File: src/rtl/chip8_trace_buffer_if.sv
// Signal bundle between the Chip8 core side and the trace buffer:
// sample/trigger inputs, read-out stream and status flags.
interface chip8_trace_buffer_if #(
    parameter int PC_W  = 12,
    parameter int OP_W  = 16,
    parameter int DEPTH = 64,
    parameter int RD_W  = PC_W + OP_W
);
    localparam int CNT_W = $clog2(DEPTH) + 1;

    logic              arm;
    logic              sample_valid;
    logic [PC_W-1:0]   pc;
    logic [OP_W-1:0]   op;
    logic              trig_en;
    logic [PC_W-1:0]   trig_pc;
    logic              trig_force;
    logic              rd_req;
    logic [RD_W-1:0]   rd_data;
    logic              rd_valid;
    logic              rd_last;
    logic              armed;
    logic              triggered;
    logic              done;
    logic [CNT_W-1:0]  count;

    modport master (
        output arm, sample_valid, pc, op, trig_en, trig_pc, trig_force, rd_req,
        input  rd_data, rd_valid, rd_last, armed, triggered, done, count
    );

    modport slave (
        input  arm, sample_valid, pc, op, trig_en, trig_pc, trig_force, rd_req,
        output rd_data, rd_valid, rd_last, armed, triggered, done, count
    );
endinterface

File: src/rtl/chip8_trace_buffer.sv
// Triggerable ring buffer of executed {pc, op} pairs, read back oldest-first.
// Define CHIP8_TRACE_TIMESTAMP_EN to prepend a 16-bit free-running cycle stamp to each entry.
module chip8_trace_buffer #(
    parameter int PC_W      = 12,
    parameter int OP_W      = 16,
    parameter int DEPTH     = 64,
    parameter int POST_TRIG = 32
) (
    input  logic                 SYS_CLK,
    input  logic                 CPU_RESETN,
    chip8_trace_buffer_if.slave  bus
);
    localparam int AW    = $clog2(DEPTH);
    localparam int CNT_W = AW + 1;
`ifdef CHIP8_TRACE_TIMESTAMP_EN
    localparam int TS_W  = 16;
`else
    localparam int TS_W  = 0;
`endif
    localparam int EW    = TS_W + PC_W + OP_W;

    localparam logic [AW-1:0]    POST_INIT = AW'(POST_TRIG);
    localparam logic [CNT_W-1:0] FULL      = CNT_W'(DEPTH);

    localparam logic [2:0] S_IDLE  = 3'd0;
    localparam logic [2:0] S_ARMED = 3'd1;
    localparam logic [2:0] S_POST  = 3'd2;
    localparam logic [2:0] S_DONE  = 3'd3;
    localparam logic [2:0] S_READ  = 3'd4;

    logic [2:0]       state_q, state_d;
    logic [AW-1:0]    wptr_q, wptr_d;
    logic [AW-1:0]    rptr_q, rptr_d;
    logic [AW-1:0]    post_q, post_d;
    logic [CNT_W-1:0] count_q, count_d;
    logic [CNT_W-1:0] left_q, left_d;
    logic             rd_valid_q, rd_valid_d;
    logic             rd_last_q, rd_last_d;
    logic [EW-1:0]    rd_data_q, rd_data_d;

    logic [EW-1:0]    mem [DEPTH];
    logic [EW-1:0]    wr_entry;
    logic             wr_en;
    logic             trig_hit;
    logic [AW-1:0]    rd_addr;
    logic [CNT_W-1:0] rem;

    function automatic logic [CNT_W-1:0] sat_inc(input logic [CNT_W-1:0] c);
        return (c == FULL) ? c : c + 1'b1;
    endfunction

`ifdef CHIP8_TRACE_TIMESTAMP_EN
    logic [15:0] ts_q, ts_d;

    assign ts_d     = ts_q + 16'd1;
    assign wr_entry = {ts_q, bus.pc, bus.op};

    always_ff @(posedge SYS_CLK) begin
        if (!CPU_RESETN) ts_q <= '0;
        else             ts_q <= ts_d;
    end
`else
    assign wr_entry = {bus.pc, bus.op};
`endif

    always_comb begin
        state_d    = state_q;
        wptr_d     = wptr_q;
        rptr_d     = rptr_q;
        post_d     = post_q;
        count_d    = count_q;
        left_d     = left_q;
        rd_valid_d = 1'b0;
        rd_last_d  = 1'b0;
        rd_data_d  = rd_data_q;
        wr_en      = 1'b0;
        trig_hit   = bus.trig_force | (bus.sample_valid & bus.trig_en & (bus.pc == bus.trig_pc));
        // A full (wrapped) buffer starts at the oldest slot, which is the next write slot.
        rd_addr    = (state_q == S_DONE) ? ((count_q == FULL) ? wptr_q : '0) : rptr_q;
        rem        = (state_q == S_DONE) ? count_q : left_q;

        if (bus.arm) begin
            state_d = S_ARMED;
            wptr_d  = '0;
            count_d = '0;
        end else begin
            case (state_q)
                S_ARMED, S_POST: begin
                    if (bus.sample_valid) begin
                        wr_en   = 1'b1;
                        wptr_d  = wptr_q + 1'b1;
                        count_d = sat_inc(count_q);
                    end
                    if (state_q == S_ARMED && trig_hit) begin
                        post_d  = POST_INIT;
                        state_d = (POST_TRIG == 0) ? S_DONE : S_POST;
                    end else if (state_q == S_POST && bus.sample_valid) begin
                        post_d = post_q - 1'b1;
                        if (post_q == AW'(1)) state_d = S_DONE;
                    end
                end
                S_DONE, S_READ: begin
                    if (bus.rd_req) begin
                        rd_valid_d = 1'b1;
                        rd_data_d  = (count_q == '0) ? '0 : mem[rd_addr];
                        rptr_d     = rd_addr + 1'b1;
                        left_d     = rem - 1'b1;
                        if (rem <= CNT_W'(1)) begin
                            rd_last_d = 1'b1;
                            state_d   = S_IDLE;
                            count_d   = '0;
                        end else begin
                            state_d   = S_READ;
                        end
                    end
                end
                default: ;
            endcase
        end
    end

    // Control state
    always_ff @(posedge SYS_CLK) begin
        if (!CPU_RESETN) begin
            state_q    <= S_IDLE;
            wptr_q     <= '0;
            rptr_q     <= '0;
            post_q     <= '0;
            count_q    <= '0;
            left_q     <= '0;
            rd_valid_q <= 1'b0;
            rd_last_q  <= 1'b0;
        end else begin
            state_q    <= state_d;
            wptr_q     <= wptr_d;
            rptr_q     <= rptr_d;
            post_q     <= post_d;
            count_q    <= count_d;
            left_q     <= left_d;
            rd_valid_q <= rd_valid_d;
            rd_last_q  <= rd_last_d;
        end
    end

    // Data path: storage and read register carry no reset
    always_ff @(posedge SYS_CLK) begin
        rd_data_q <= rd_data_d;
        if (wr_en && CPU_RESETN) mem[wptr_q] <= wr_entry;
    end

    assign bus.rd_data   = rd_valid_q ? rd_data_q : '0;
    assign bus.rd_valid  = rd_valid_q;
    assign bus.rd_last   = rd_last_q;
    assign bus.armed     = (state_q == S_ARMED) || (state_q == S_POST);
    assign bus.triggered = (state_q == S_POST) || (state_q == S_DONE) || (state_q == S_READ);
    assign bus.done      = (state_q == S_DONE) || (state_q == S_READ);
    assign bus.count     = count_q;
endmodule

File: src/flat_wrapper.sv
// flat-port wrapper written by rule: the top's interface ports become plain ports
module chip8_trace_buffer_flat 
#(
    parameter int PC_W      = 12,
    parameter int OP_W      = 16,
    parameter int DEPTH     = 64,
    parameter int POST_TRIG = 32
)
  (SYS_CLK, CPU_RESETN, bus_arm, bus_sample_valid, bus_pc, bus_op, bus_trig_en, bus_trig_pc, bus_trig_force, bus_rd_req, bus_rd_data, bus_rd_valid, bus_rd_last, bus_armed, bus_triggered, bus_done, bus_count);
  chip8_trace_buffer_if #(.PC_W(PC_W), .OP_W(OP_W), .DEPTH(DEPTH), .RD_W(((PC_W + OP_W)))) bus_i ();
  input  logic SYS_CLK;
  input  logic CPU_RESETN;
  input wire logic [$bits(bus_i.arm)-1:0] bus_arm;
  input wire logic [$bits(bus_i.sample_valid)-1:0] bus_sample_valid;
  input wire logic [$bits(bus_i.pc)-1:0] bus_pc;
  input wire logic [$bits(bus_i.op)-1:0] bus_op;
  input wire logic [$bits(bus_i.trig_en)-1:0] bus_trig_en;
  input wire logic [$bits(bus_i.trig_pc)-1:0] bus_trig_pc;
  input wire logic [$bits(bus_i.trig_force)-1:0] bus_trig_force;
  input wire logic [$bits(bus_i.rd_req)-1:0] bus_rd_req;
  output wire logic [$bits(bus_i.rd_data)-1:0] bus_rd_data;
  output wire logic [$bits(bus_i.rd_valid)-1:0] bus_rd_valid;
  output wire logic [$bits(bus_i.rd_last)-1:0] bus_rd_last;
  output wire logic [$bits(bus_i.armed)-1:0] bus_armed;
  output wire logic [$bits(bus_i.triggered)-1:0] bus_triggered;
  output wire logic [$bits(bus_i.done)-1:0] bus_done;
  output wire logic [$bits(bus_i.count)-1:0] bus_count;
  assign bus_i.arm = bus_arm;
  assign bus_i.sample_valid = bus_sample_valid;
  assign bus_i.pc = bus_pc;
  assign bus_i.op = bus_op;
  assign bus_i.trig_en = bus_trig_en;
  assign bus_i.trig_pc = bus_trig_pc;
  assign bus_i.trig_force = bus_trig_force;
  assign bus_i.rd_req = bus_rd_req;
  assign bus_rd_data = bus_i.rd_data;
  assign bus_rd_valid = bus_i.rd_valid;
  assign bus_rd_last = bus_i.rd_last;
  assign bus_armed = bus_i.armed;
  assign bus_triggered = bus_i.triggered;
  assign bus_done = bus_i.done;
  assign bus_count = bus_i.count;
  chip8_trace_buffer #(.PC_W(PC_W), .OP_W(OP_W), .DEPTH(DEPTH), .POST_TRIG(POST_TRIG)) u_core (.SYS_CLK(SYS_CLK), .CPU_RESETN(CPU_RESETN), .bus(bus_i));
endmodule
File: config.mk
export PLATFORM = sky130hd
export DESIGN_NAME = chip8_trace_buffer_flat
export DESIGN_NICKNAME = d
export VERILOG_FILES = /design/src/rtl/chip8_trace_buffer_if.sv /design/src/rtl/chip8_trace_buffer.sv /design/src/flat_wrapper.sv
export SDC_FILE = /design/constraint.sdc
export NUM_CORES = 2
export LEC_CHECK = 0
export CAP_MARGIN = 25
export CORE_MARGIN = 3
export CORE_UTILIZATION = 40
export DETAILED_ROUTE_END_ITERATION = 12
export PLACE_DENSITY = 0.59
export SLEW_MARGIN = 5
export SYNTH_ARGS = -nofsm -noshare
export SYNTH_HDL_FRONTEND = slang
export SYNTH_SLANG_ARGS = --single-unit
File: constraint.sdc
create_clock -name SYS_CLK -period 6.5 [get_ports SYS_CLK]
set_input_delay 0.65 -clock SYS_CLK [delete_from_list [all_inputs] [get_ports SYS_CLK]]
set_output_delay 0.65 -clock SYS_CLK [all_outputs]
set_load 0.01 [all_outputs]
; ---- Yosys cells after proc, flatten, opt, wreduce, memory -nomap -nowiden
; Memory sizes are Yosys's and may differ from the RTL's. A register that Yosys moved wholly into a read port is not among the register bits.
; Cells that the tools add are included.
[word_totals]
reg_bits = 37
ram_bits = 1792
inputBits = 47
out_inout_bits = 40
elab_cells = 86
memories = 1
[classes]
n_addsub = 5
n_lt_le_gt_ge = 1
eq_ne = 16
muxes = 25
bitwise_logic = 7
n_reduce_logical = 22
[memory_table]
columns = name, words, width, read_ports, rd_ports_with_merged_regs, wr, line
row1 = u_core.mem, 64, 28, 1, 1, 1, chip8_trace_buffer.sv:41  ; logic [EW-1:0] mem [DEPTH];
[ops]
columns = op, count
row1 = two-way mux 7 bit, 5
row2 = two-way mux 28 bit, 1
row3 = two-way mux 6 bit, 4
row4 = two-way mux 3 bit, 5
row5 = case mux 7 bit (2 select lines), 1
row6 = adder 6 x 1 -> 6 bit (second input constant), 2
row7 = == test 12 bit, 1
row8 = two-way mux 1 bit, 8
row9 = inequality test 4 x 2 -> 1 bit (second input constant), 2
row10 = AND reduction 4 bit, 2
row11 = adder 7 x 1 -> 7 bit (second input constant), 1
row12 = == test 7 bit (second input constant), 1
row13 = <= comparator 7 x 1 -> 1 bit (second input constant), 1
row14 = zero test 7 bit, 1
row15 = subtractor 7 x 1 -> 7 bit (second input constant), 1
row16 = == test 3 x 2 -> 1 bit (second input constant), 2
row17 = == test 6 x 1 -> 1 bit (second input constant), 1
row18 = inequality test 2 bit (second input constant), 3
row19 = inequality test 3 x 1 -> 1 bit (second input constant), 2
row20 = case mux 3 bit (2 select lines), 1
row21 = AND reduction 3 bit, 2
row22 = OR reduction 2 bit, 3
row23 = subtractor 6 x 1 -> 6 bit (second input constant), 1
row24 = AND reduction 5 bit, 1
row25 = 14 further kinds, 24

; ---- Longest topological paths before layout
[depth]
word_depth = 7
depth_mapped = 14
mapped_depth_nobuf = 10

; ---- Least setup slack after synthesis
; Ideal clock, no wire load.
[synth_timing]
path_kind = input to register
from = input bus_sample_valid
to = memory u_core.mem[63][0] (netlist name), enable pin
arrival_time_ps = 3470
t_required_ps = 6052
slack_ps = 2582
path_stages = 3
path_cell_list = nor3b_1 > nand4_1 > nor3_1
[synth_via]
elab_chain_cells = 6
[synth_lines]
columns = item, line
row1 = "start, declared", flat_wrapper.sv:14  ; input wire logic [$bits(bus_i.sample_valid)-1:0] bus_sample_valid;
row2 = two-way mux 1 bit, chip8_trace_buffer.sv:89  ; if (bus.sample_valid) begin
row3 = two-way mux 1 bit, chip8_trace_buffer.sv:87  ; case (state_q)
row4 = two-way mux 1 bit, chip8_trace_buffer.sv:82  ; if (bus.arm) begin
row5 = logical AND 1 bit, chip8_trace_buffer.sv:148  ; if (wr_en && CPU_RESETN) mem[wptr_q] <= wr_entry;
row6 = two-way mux 1 bit, chip8_trace_buffer.sv:148
row7 = two-way mux 1 bit (not written as such), chip8_trace_buffer.sv:148
row8 = "end, declared", chip8_trace_buffer.sv:41
; Every way passes these cells.

; ---- Final worst setup path
[layout_timing]
from = register u_core.count_q[2] (netlist: u_core.bus.count[2])
to = register u_core.rd_data_q[18], data pin
[layout_via]
elab_chain_cells = 3
[layout_lines]
columns = item, line
row1 = "start, declared", chip8_trace_buffer.sv:35  ; logic [CNT_W-1:0] count_q, count_d;
row2 = "start signal, assigned", chip8_trace_buffer.sv:138  ; count_q <= count_d;
row3 = == test 7 bit, chip8_trace_buffer.sv:79  ; rd_addr = (state_q == S_DONE) ? ((count_q == FULL) ? wptr_q : '0) : rptr_q;
row4 = two-way mux 6 bit (2 in a row), chip8_trace_buffer.sv:79
row5 = "end signal, assigned", chip8_trace_buffer.sv:147  ; rd_data_q <= rd_data_d;
row6 = "end, declared", chip8_trace_buffer.sv:39  ; logic [EW-1:0] rd_data_q, rd_data_d;
; Several ways; a longest one is shown, not always the timed one.
; A chain may end at the register's enable or synchronous reset.

==> flow_summary.yaml <==
status:
  status: "finished, final reports clean"
power_and_ir_drop:
  vdd_ir_drop_max_mv: 0.184
  power.density_mw_per_mm2: 277
  leakage_uw: 0.0287
critical_path:
  critPathCapture: "u_core.rd_data_q[18]$_SDFFCE_PN0P_"
  reg2regPathDepth: 10
  timing.rr.start: "u_core.bus.count[2]$_SDFFE_PP0P_"
  crit_start: "u_core.bus.count[2]$_SDFFE_PP0P_"
  critPathRequiredTime_ns: 7.18
  crit_arrival_ns: 5.90
  cp_max_fo: 128
  critical_path_class: "reg -> reg"
  r2r_end: "u_core.rd_data_q[18]$_SDFFCE_PN0P_"
  worstSetupEndpointType: "flip-flop"
  critPathLaunchType: "flip-flop"
  r2r_slack_ns: 1.28
place:
  gp_congestion: 0.798
  numPlacedInstances: 7601
  hpwl_um: 133000
  port_buffers: 86
sta:
  rsz0062_at_grt: "no"
  slew_headroom_pct: 5.24
  finalClockSkew_ns: 0.0540
  setup-violations-final: 0
  fmax_mhz: 191
  period_share_pct: 80.3
  tns_ns: 0
  fin_crit_ns: 5.22
  tightest_slew_ns: 1.39
  final_max_slew_viol_count: 0
  hold_viol: 0
clock_tree:
  cts_hold_buf: 0
  cts_max_path_buffers: 3
  insertion_delay_ns: 0.83
  cts_setup_buffers: 0
  htreeDepth: 4
  cts.repair.resized: 0
  cts_buffers: 188
  root_buffer: "clkbuf_16"
  cts_tree: "yes"
  cts.sinks: 1857
  clk_pin_slew_worst_paths_ns: 0.06
logic_synthesis:
  ys_ff_latch: 1857
  yosysWarnings: 0
  synth-edff-count: 1820
  syn_nets: 5325
  synth_area_mm2: 0.0762
  yosys.area_share.simple_pct: 6.39
  synth_compound_area_share_pct: 14.0
  muxShareOfSynthArea_pct: 3.86
  synth_top_area_share_pct: 71.7
  synth_top_family_by_area: "compound AO/OA/AOI/OAI gates"
  synth_most_common_cell: "edfxtp_1"
  synth_largest_area_cell: "edfxtp_1"
  yosysSeqAreaShare_pct: 72.7
  async_flop_share_pct: 0
  ys.flop_type: "edfxtp_1"
  synthAdderAreaFrac_pct: 0.131
  syn_area_per_cell_um2: 14.5
  ys_types: 66
  synth_cells: 5270
  yosys-top-cells-area: "edfxtp_1 (72%), o21ai_0 (3.5%), mux2i_1 (3.3%)"
  synthXorXnorAreaFrac_pct: 0.310
  synthTopCellsByCount: "edfxtp_1 (1820), o21ai_0 (540), nand3_1 (400)"
floorplan:
  die_x_um: 443
  rows: 159
  dieArea_mm2: 0.196
  start_util_pct: 40.4
  coreArea_mm2: 0.189
  die_h_um: 443
  ios: 87
final_layout:
  nNetsFinal: 5357
  synthToLayoutAreaGrowth_pct: 14.5
  drive_gt1_share_pct: 13.6
  final_cells: 7956
worst_hold_path:
  hold_path.class: "in -> reg"
  hold_start: "bus_pc[0]"
detailed_routing:
  viasPerCell: 6.31
  final_antenna_net_count: 0
  route.detailed.drc: 0
  dr.pass1.iters: 7
  routed_wl_um: 242000
  drt-initial-drc-count: 6506
  wl_per_cell_um: 30.4
  num_vias: 50200
grt:
  grt_max_degree: 164
  grt.overflow.total: 0
  grt.total_usage_pct: 24.0
  grt_pass1_wl_um: 346000
  antenna_found_initial: 28
  grt_pass1_vias: 47500
flow_run:
  maxCapViolations: 0
[where the power goes]
part	switching [uW]	internal [uW]	leakage, uW	total [uW]
logic	340	85.4	0.00917	426
clock network	4600	5980	0.00288	10600
registers	8.10	13100	0.0166	13200
[how the worst min path moves through the flow]
stage,slack [ns],cells past startpoint,end
floorplan,0.43,2,u_core.rptr_q[4]$_SDFFE_PN0P_
global placement,0.44,2,u_core.rptr_q[4]$_SDFFE_PN0P_
detailed placement,0.45,2,u_core.rptr_q[4]$_SDFFE_PN0P_
CTS,0.29,1,u_core.mem[44][16]$_DFFE_PP_
global route,0.31,1,u_core.mem[44][16]$_DFFE_PP_
finish,0.36,1,u_core.mem[45][16]$_DFFE_PP_
[registers in the layout, summed over array words and instances, names as in the netlist]
| name | cells |
|---|---|
| u_core.rptr_q | 6 |
| u_core.wptr_q | 6 |
| u_core.post_q | 6 |
| u_core.bus.rd_valid | 1 |
| u_core.left_q | 7 |
| u_core.bus.count | 7 |
| u_core.mem | 1792 |
| u_core.state_q | 3 |
| u_core.bus.rd_last | 1 |
| u_core.rd_data_q | 28 |
[layout make-up]
type | count | area, um^2
Antenna cell | 9 | 22.5
Sequential cell | 1857 | 55400
Multi-Input combinational cell | 2904 | 19500
Clock buffer | 243 | 5040
Inverter | 15 | 58.8
Tap cell | 2495 | 3120
Clock inverter | 97 | 891
Timing Repair Buffer | 336 | 3290
Fill cell | 16300 | 101000
[per-layer routing]
metal  GRT usage (%)  share of wire, %  vias to the layer above
li1                -                 -                    21400
met1            32.8                40                    25800
met2            37.5                46                     2616
met3            4.91               9.1                      429
met4            9.53               4.1                       16
met5               0             0.043                        -
[cells in the final DEF, fill, tap and decap left out, types with 32 or more instances in the layout]
cell             synthesis  routed
edfxtp_1              1820    1820
nand2b_1                32      32
buf_12                   0      36
nand3_1                400     400
clkinv_1                 1      42
a221o_1                 76      76
dfxtp_1                 37      36
a32oi_1                109     108
clkdlybuf4s50_1          0      58
nor2_1                  99      35
nand2_1                157     153
nor2_4                   0      65
a21oi_1                350     350
a221oi_1                33      33
o21ai_0                540     540
mux2i_1                255     255
nor4_1                  61      61
a211oi_1                86      79
a31oi_1                176     175
buf_2                   66      32
mux2_2                  32      32
buf_4                    0     193
clkbuf_1               388      48
a2111oi_0               89      81
o221a_2                 76      76
clkbuf_16                0     193
nor3_1                  65      64
[critical path: stages (launching register included)]
cell	delay (ns)
dfxtp_1	0.39
or4_2	0.97
nor4_4	0.50
buf_12	0.49
buf_12	0.43
o21ai_0	0.14
a21oi_1	0.30
o32ai_1	0.11
a2111oi_0	1.20
buf_4	0.30
or4_1	0.15
[kinds of logic after synthesis]
logic type	Yosys count
xor+xnor	27
compound gates	1629
mux	290
fa+ha+maj	8
flops	1857
simple gates	950
buf+inv	509
[metrics by stage]
| step | total power (uW) | util, % | area (um^2) | worst slack (ns) | hold WS [ns] |
|---|---|---|---|---|---|
| 2_1_floorplan | 13500 | - | 76200 | 2.58 | 0.432 |
| 3_3_place_gp | 13800 | 42.8 | 80700 | 1.23 | 0.443 |
| 3_5_place_dp | 13800 | 43.1 | 81300 | 1.51 | 0.447 |
| 4_1_cts | 24300 | 46.2 | 87200 | 1.48 | 0.292 |
| 5_1_grt | 24800 | 46.3 | 87300 | 1.12 | 0.306 |
| 6_report | 24200 | 46.3 | 87300 | 1.28 | 0.358 |
(Power assumes the default switching activity.)
